<file path="config.mk">
export PLATFORM = sky130hd
export DESIGN_NAME = egr_rrq_arb
export DESIGN_NICKNAME = d
export VERILOG_FILES = /design/src/rtl/egr_rrq_arb.sv
export SDC_FILE = /design/constraint.sdc
export NUM_CORES = 1
export LEC_CHECK = 0
export BUFFER_PORTS_ARGS = -buffer_cell sky130_fd_sc_hd__buf_2
export CAP_MARGIN = 0
export CORE_UTILIZATION = 50
export DETAILED_ROUTE_END_ITERATION = 7
export HOLD_SLACK_MARGIN = 0.03
export PLACE_DENSITY = 0.76
export SLEW_MARGIN = 10
export SYNTH_ARGS = -nofsm -noshare
export SYNTH_HDL_FRONTEND = slang
export SYNTH_HIERARCHICAL = 1
export SYNTH_SLANG_ARGS = --single-unit
</file>
<file path="constraint.sdc">
create_clock -name cclk -period 5.6 [get_ports cclk]
set_input_delay 1.12 -clock cclk [delete_from_list [all_inputs] [get_ports cclk]]
set_output_delay 1.12 -clock cclk [all_outputs]
set_load 0.005 [all_outputs]
</file>
<file path="src/rtl/egr_rrq_arb.sv">
// egr_rrq_arb: N-channel word-read request concentrator onto the MRI request port; VCT-over-SAF round-robin; SAF anti-starvation under EGR_RRQ_ARB_STARVE_EN.
// Latency: request accepted in cycle t reaches mri_rreq_valid in t+2 at the earliest (FIFO then output register); 1 request/cycle.
// Backpressure: mri_rreq_ack low holds the output register stable; a full channel FIFO drops wd_rreq_ack for that channel.

module egr_rrq_fifo #(
  parameter int W     = 8,
  parameter int DEPTH = 4,
  localparam int AW   = $clog2(DEPTH)
) (
  input  logic          cclk,
  input  logic          rst,
  input  logic          push_vld,
  input  logic [W-1:0]  push_dat,
  input  logic          pop_vld,
  output logic [W-1:0]  head_dat,
  output logic [AW:0]   occ
);
  logic [W-1:0]  mem [DEPTH];
  logic [AW-1:0] wr_ptr;
  logic [AW-1:0] rd_ptr;

  assign head_dat = mem[rd_ptr];

  // DEPTH is a power of two, so the pointers wrap on their own.
  always_ff @(posedge cclk) begin
    if (rst) begin
      wr_ptr <= '0;
      rd_ptr <= '0;
      occ    <= '0;
    end else begin
      if (push_vld) wr_ptr <= wr_ptr + 1'b1;
      if (pop_vld)  rd_ptr <= rd_ptr + 1'b1;
      case ({push_vld, pop_vld})
        2'b10:   occ <= occ + 1'b1;
        2'b01:   occ <= occ - 1'b1;
        default: occ <= occ;
      endcase
    end
  end

  always_ff @(posedge cclk) begin
    if (push_vld) mem[wr_ptr] <= push_dat;
  end
endmodule

module egr_rrq_arb #(
  parameter int N_RREQS     = 4,
  parameter int FIFO_DEPTH  = 4,
  parameter int W_RREQ      = 41,
  parameter int W_CLIENT_ID = 3,
  parameter int STARVE_LIM  = 8,
  localparam int W_CHAN     = (N_RREQS > 1) ? $clog2(N_RREQS) : 1,
  localparam int W_OCC      = $clog2(FIFO_DEPTH) + 1
) (
  input  logic                       cclk,
  input  logic                       rst,
  input  logic [N_RREQS*W_RREQ-1:0]  wd_rreq,
  input  logic [N_RREQS-1:0]         wd_rreq_valid,
  output logic [N_RREQS-1:0]         wd_rreq_ack,
  output logic [W_RREQ-1:0]          mri_rreq,
  output logic                       mri_rreq_valid,
  input  logic                       mri_rreq_ack,
  output logic [W_CHAN-1:0]          mri_rreq_chan,
  output logic [N_RREQS*W_OCC-1:0]   fifo_occ,
  output logic                       ovf_err
);
  localparam int CID_LSB  = 12;
  localparam int SC_BIT   = 1;
  localparam int HOLD_LIM = 1024;
  localparam int W_HOLD   = 11;

  logic [N_RREQS-1:0][W_RREQ-1:0] head_dat;
  logic [N_RREQS-1:0][W_OCC-1:0]  occ;
  logic [N_RREQS-1:0] push_vld;
  logic [N_RREQS-1:0] pop_vld;
  logic [N_RREQS-1:0] ne;
  logic [N_RREQS-1:0] is_vct;
  logic [N_RREQS-1:0] is_saf;
  logic [N_RREQS-1:0] hold_ovf;
  logic [N_RREQS-1:0] cand;
  logic               free;
  logic               any_vct;
  logic               any_saf;
  logic               use_vct;
  logic               force_saf;
  logic               gnt_vld;
  logic [W_CHAN-1:0]  vct_ptr;
  logic [W_CHAN-1:0]  saf_ptr;
  logic [W_CHAN-1:0]  ptr_sel;
  logic [W_CHAN-1:0]  idx;
  logic [W_CHAN-1:0]  gnt;
  logic [W_CHAN-1:0]  gnt_nxt;

  assign free     = ~mri_rreq_valid | mri_rreq_ack;
  assign fifo_occ = occ;

  for (genvar i = 0; i < N_RREQS; i++) begin : g_chan
    logic [W_RREQ-1:0] stamped;
    logic [W_HOLD-1:0] hold_cnt;
    logic              stalled;

    always_comb begin
      stamped = wd_rreq[i*W_RREQ +: W_RREQ];
      stamped[CID_LSB +: W_CLIENT_ID] = W_CLIENT_ID'(i);
    end

    // No bypass: a full FIFO refuses even when its head is popped this cycle.
    assign wd_rreq_ack[i] = wd_rreq_valid[i] & (occ[i] != W_OCC'(FIFO_DEPTH)) & ~rst;
    assign push_vld[i]    = wd_rreq_ack[i];
    assign pop_vld[i]     = free & gnt_vld & (gnt == W_CHAN'(i));
    assign ne[i]          = (occ[i] != '0);
    assign is_vct[i]      = ne[i] & head_dat[i][SC_BIT];
    assign is_saf[i]      = ne[i] & ~head_dat[i][SC_BIT];
    assign stalled        = wd_rreq_valid[i] & ~wd_rreq_ack[i];
    assign hold_ovf[i]    = stalled & (hold_cnt >= W_HOLD'(HOLD_LIM));

    always_ff @(posedge cclk) begin
      if (rst || !stalled) begin
        hold_cnt <= '0;
      end else if (hold_cnt != '1) begin
        hold_cnt <= hold_cnt + 1'b1;
      end
    end

    egr_rrq_fifo #(
      .W     (W_RREQ),
      .DEPTH (FIFO_DEPTH)
    ) u_fifo (
      .cclk     (cclk),
      .rst      (rst),
      .push_vld (push_vld[i]),
      .push_dat (stamped),
      .pop_vld  (pop_vld[i]),
      .head_dat (head_dat[i]),
      .occ      (occ[i])
    );
  end

`ifdef EGR_RRQ_ARB_STARVE_EN
  localparam int W_STARVE = $clog2(STARVE_LIM + 1);
  logic [W_STARVE-1:0] starve_cnt;

  assign force_saf = any_saf & (starve_cnt >= W_STARVE'(STARVE_LIM));

  // Counts back-to-back VCT grants only while some SAF head is actually waiting.
  always_ff @(posedge cclk) begin
    if (rst || !any_saf) begin
      starve_cnt <= '0;
    end else if (free && gnt_vld) begin
      if (use_vct) starve_cnt <= starve_cnt + 1'b1;
      else         starve_cnt <= '0;
    end
  end
`else
  // Strict VCT priority; the limit only matters with the anti-starvation counter.
  assign force_saf = (STARVE_LIM < 0);
`endif

  always_comb begin
    any_vct = |is_vct;
    any_saf = |is_saf;
    use_vct = any_vct & ~force_saf;
    cand    = use_vct ? is_vct : is_saf;
    ptr_sel = use_vct ? vct_ptr : saf_ptr;
    gnt     = '0;
    gnt_vld = 1'b0;
    idx     = '0;
    // Scan downwards so the candidate closest to the class pointer wins.
    for (int k = N_RREQS - 1; k >= 0; k--) begin
      idx = W_CHAN'((int'(ptr_sel) + k) % N_RREQS);
      if (cand[idx]) begin
        gnt     = idx;
        gnt_vld = 1'b1;
      end
    end
    gnt_nxt = (gnt == W_CHAN'(N_RREQS - 1)) ? '0 : gnt + 1'b1;
  end

  always_ff @(posedge cclk) begin
    if (rst) begin
      mri_rreq       <= '0;
      mri_rreq_valid <= 1'b0;
      mri_rreq_chan  <= '0;
      vct_ptr        <= '0;
      saf_ptr        <= '0;
      ovf_err        <= 1'b0;
    end else begin
      ovf_err <= ovf_err | (|hold_ovf);
      if (free) begin
        mri_rreq_valid <= gnt_vld;
        if (gnt_vld) begin
          mri_rreq      <= head_dat[gnt];
          mri_rreq_chan <= gnt;
          if (use_vct) vct_ptr <= gnt_nxt;
          else         saf_ptr <= gnt_nxt;
        end
      end
    end
  end
endmodule
</file>
==> run summary <==
The library cell used most frequently in the layout, excluding fill and tap cells, is sky130_fd_sc_hd__edfxtp_1. Critical path endpoint category: a flip-flop. Counting distinct cell types in the post-synthesis netlist gives 58. Yosys printed 6 warnings. For this block, the initial DRC count from the detailed router was 1025. Die footprint: 0.0627 mm². Setup repair after global routing left no endpoint under its margin. Timing would allow up to 228 MHz. Number of stages on the worst setup path: 13.

The endpoint with the worst hold slack is mri_rreq[3]. Clock-pin slew was measured on the worst setup and hold paths at 60 ps. At the later pin of the worst-skew pair, clock insertion delay measures 620 ps. The ratio of cells with drive above 1 in the final layout works out to 29.9%. Among all stages on the critical path, the largest delay is contributed by sky130_fd_sc_hd__mux4_2.

The run gives 1.12 mV as the maximum vdd drop. The region available for standard cell placement spans 0.0607 mm². The final weighted congestion in routability-driven placement is 0.818.

Headroom to the max-slew limit came out at 29.4%. The final route contains 15700 vias. The first-pass detailed-route iteration total is 6. For this block, the routed nets add up to 68.4 mm of wire.

The final critical path takes up 78.3% of the cycle. The run gives 0 as the count of hold buffers inserted by post-cts repair. The tightest min-delay check is of the reg2reg type.

The worst path buffer plus inverter count came out at 1. The setup-violating endpoint count in the final report came out at 0. The endpoint identified for the worst register-to-register timing path is g_chan[0].u_fifo/occ[2]. In this run, placement finished with an instance count of 2586. The number of pins exceeding their max-slew limit in the final report was 0. TritonCTS built the clock tree.

In this run the post-CTS setup repair buffer count came out at 0. The beginning of the worst hold path is mri_rreq[3]. The post-DP HPWL came out at 43.6 mm.

The run gives 0 as the leftover overflow at the end of global routing. Leaving out fill and tap cells, the most frequent cells in the layout are sky130_fd_sc_hd__edfxtp_1 (656), sky130_fd_sc_hd__buf_2 (219), sky130_fd_sc_hd__mux4_2 (160), sky130_fd_sc_hd__mux2i_1 (134), sky130_fd_sc_hd__dfxtp_1 (121). The most used flip-flop cell after synthesis is sky130_fd_sc_hd__edfxtp_1. During placement, the flow inserted port buffers numbering 219. The cell family contributing the most delay on the critical path is compound AO/OA/AOI/OAI gates. The H-tree was split into 3 levels. Global routing consumed, over all layers together, 22.0% of the routing resources. The run gives 12.1 nW as the leakage power total.

The tool flagged a number of max-cap violations equal to 0. Clock tree synthesis found a total of 785 sinks. The number of routed nets with antenna violations is 0, and the number of non-filler instances in the completed layout is 2746. The worst setup path is launched from a flip-flop. The initial antenna violation count was 30; the largest net degree at the start of global routing was 55. In the final timing run, aggregate negative setup slack is 0 ps.

Average cell area after synthesis: 19.6 µm². The cell area that synthesis handed to floorplanning was 0.0308 mm². The run gives 1574 as the synthesized instance count.

Using the TritonRoute via totals, the vias-per-cell ratio works out to 5.72. Traced cell by cell, the critical path runs through mux4_2, o31ai_2, nand4_2, mux2i_1, a31oi_1, a21oi_1, a221oi_1, ha_1, inv_1, fa_1, xor2_1, or3_1, a21oi_1. The final setup skew is 23.2 ps, and the signed area change from the synthesized netlist to the final layout is 14.7%. Once the floorplan was initialized, standard cells occupied 50.8% of the core.

The final net count is 2086, and the buffer depth of the longest clock path is 3. For this run, the register share of the synthesized area comes to 72.2%. Dividing total power by cell area gives a power density of 483 mW/mm². For the number of global-route vias before repair, the log shows 16200. The run gives 17.1 mW as the power after layout.

The tree is rooted in a sky130_fd_sc_hd__clkbuf_16. The worst register-to-register path has a setup slack of 1210 ps. Hold is met by 473 ps. The delay contributed by the slowest stage of the critical path is 650 ps, and the number of synthesized flops with an enable pin is 656. Final critical delay including setup and external delays: 4390 ps.

Critical-path maximum fanout: 15. For this design the top-level I/O count stands at 232. The final-report hold violation count is 0, and the number of cells upsized or downsized after cts is 0. For this run, design rule violations remaining after detail routing come to 0. The run finished with clean final reports. The depth of the most critical reg-to-reg path is 13, and the first-pass GRT wire length is 100 mm. The cell that appears most often on the critical path is sky130_fd_sc_hd__a21oi_1.

The run gives 90 as the site row count. The die is 250 µm wide. Measured along the y axis, the die boundary spans 250 µm. The number of stages on the worst hold path works out to 1. The critical path in this run is classified as reg2reg. Data arrives at the worst endpoint at 4940 ps. For the number of buffers created by CTS, the log shows 80.

The fraction of synthesis flops using an asynchronous set or reset pin works out to 0%. Slew at the pin closest to its max-slew limit: 1060 ps. The required time reported for the critical path endpoint was 6160 ps. In the final routed layout, each cell accounts on average for 24.9 µm. Total of flip-flops plus latches after synthesis: 785.
## registers in the layout (all words and copies together) (netlist names), named ones only
name and cells:
mri_rreq_valid 1, g_chan.u_fifo/wr_ptr 8, g_chan.u_fifo/mem 656, ovf_err 1
g_chan.u_fifo/occ 12, g_chan.hold_cnt 44, g_chan.u_fifo/rd_ptr 8, mri_rreq 41
mri_rreq_chan 2, vct_ptr 2, saf_ptr 2
## cell families after synthesis
group / synth area share [%]
xor gates and xnor gates: 1.31
AOI/OAI and AO/OA: 2.87
adders and majority gates: 1.27
other: 0.0243
DFF: 72.2
buffers and inverters: 2.65
muxes: 16.5
and+or+nand+nor: 3.11
## through the flow
stage                     area [µm²]  setup slack [ps]  util [%]
after detailed placement       32800              1300      54.0
final                          35400              1210      58.3
after global placement         32800              1410      54.0
after global routing           35400              1050      58.3
after floorplan                31000              1580         -
after CTS                      35400              1280      58.3
## worst reg2reg max path: cells and delay by family (launching register included)
family	cells	cell delay (ps)
adder cells (fa/ha/maj)	2	680
XOR/XNOR	1	180
AND/OR/NAND/NOR	2	540
AO/OA/AOI/OAI	5	1410
multiplexers	2	890
buffers and inverters	1	70
flip-flops	1	570
## Yosys cell counts (4+ instances only)
master / number / share of area [%]
sky130_fd_sc_hd__a21oi_1: 29 / 0.47
sky130_fd_sc_hd__nand2b_1: 8 / 0.16
sky130_fd_sc_hd__mux4_1: 4 / 0.34
sky130_fd_sc_hd__buf_1: 4 / 0.049
sky130_fd_sc_hd__nand4_1: 10 / 0.20
sky130_fd_sc_hd__mux4_2: 160 / 12
sky130_fd_sc_hd__nor2b_1: 5 / 0.10
sky130_fd_sc_hd__inv_1: 24 / 0.29
sky130_fd_sc_hd__dfxtp_1: 129 / 8.4
sky130_fd_sc_hd__a22o_1: 40 / 1.1
sky130_fd_sc_hd__a31oi_1: 8 / 0.16
sky130_fd_sc_hd__or3_1: 8 / 0.16
sky130_fd_sc_hd__clkbuf_1: 20 / 0.24
sky130_fd_sc_hd__mux2i_1: 134 / 4.3
sky130_fd_sc_hd__xnor2_1: 19 / 0.54
sky130_fd_sc_hd__nor2_1: 81 / 0.99
sky130_fd_sc_hd__nand3_1: 22 / 0.36
sky130_fd_sc_hd__edfxtp_1: 656 / 64
sky130_fd_sc_hd__buf_6: 4 / 0.15
sky130_fd_sc_hd__ha_1: 25 / 1.0
sky130_fd_sc_hd__buf_12: 24 / 1.6
sky130_fd_sc_hd__nand2_1: 24 / 0.29
sky130_fd_sc_hd__and3_1: 5 / 0.10
sky130_fd_sc_hd__fa_1: 4 / 0.26
sky130_fd_sc_hd__and2_1: 21 / 0.43
sky130_fd_sc_hd__o21ai_0: 12 / 0.19
sky130_fd_sc_hd__xor2_1: 27 / 0.77
sky130_fd_sc_hd__buf_2: 21 / 0.34
## worst max path at each step
stage	end	from	slack [ps]
floorplan	g_chan[1].u_fifo/occ[2]	flip-flop	1580
global placement	g_chan[0].u_fifo/occ[2]	flip-flop	1410
detailed placement	g_chan[0].u_fifo/occ[2]	flip-flop	1300
CTS	g_chan[1].u_fifo/occ[2]	flip-flop	1280
global route	g_chan[0].u_fifo/occ[2]	flip-flop	1050
finish	g_chan[0].u_fifo/occ[2]	flip-flop	1210
## power breakdown
group | internal (mW) | switching [mW] | total [mW]
clock | 3.06 | 2.15 | 5.21
combinational | 2.18 | 2.79 | 4.97
sequential | 6.72 | 0.204 | 6.92
## layer usage
layer,track usage [%],wire [µm],up-vias
met1,27.9,27000,8126
met4,6.75,1490,34
met2,37.0,34600,516
met5,0,231,-
li1,-,-,6898
met3,5.71,5100,128
## layout make-up
class | count | area (µm²)
clock inverters | 36 | 295
flip-flops and latches | 785 | 22300
well taps | 782 | 978
repair buffers | 258 | 1430
multi-input cells | 737 | 7970
diodes | 12 | 30.0
inverters | 24 | 90.1
fillers | 4402 | 25300
clock buffers | 112 | 2300
Note: power is estimated with default switching activity, not from simulation.
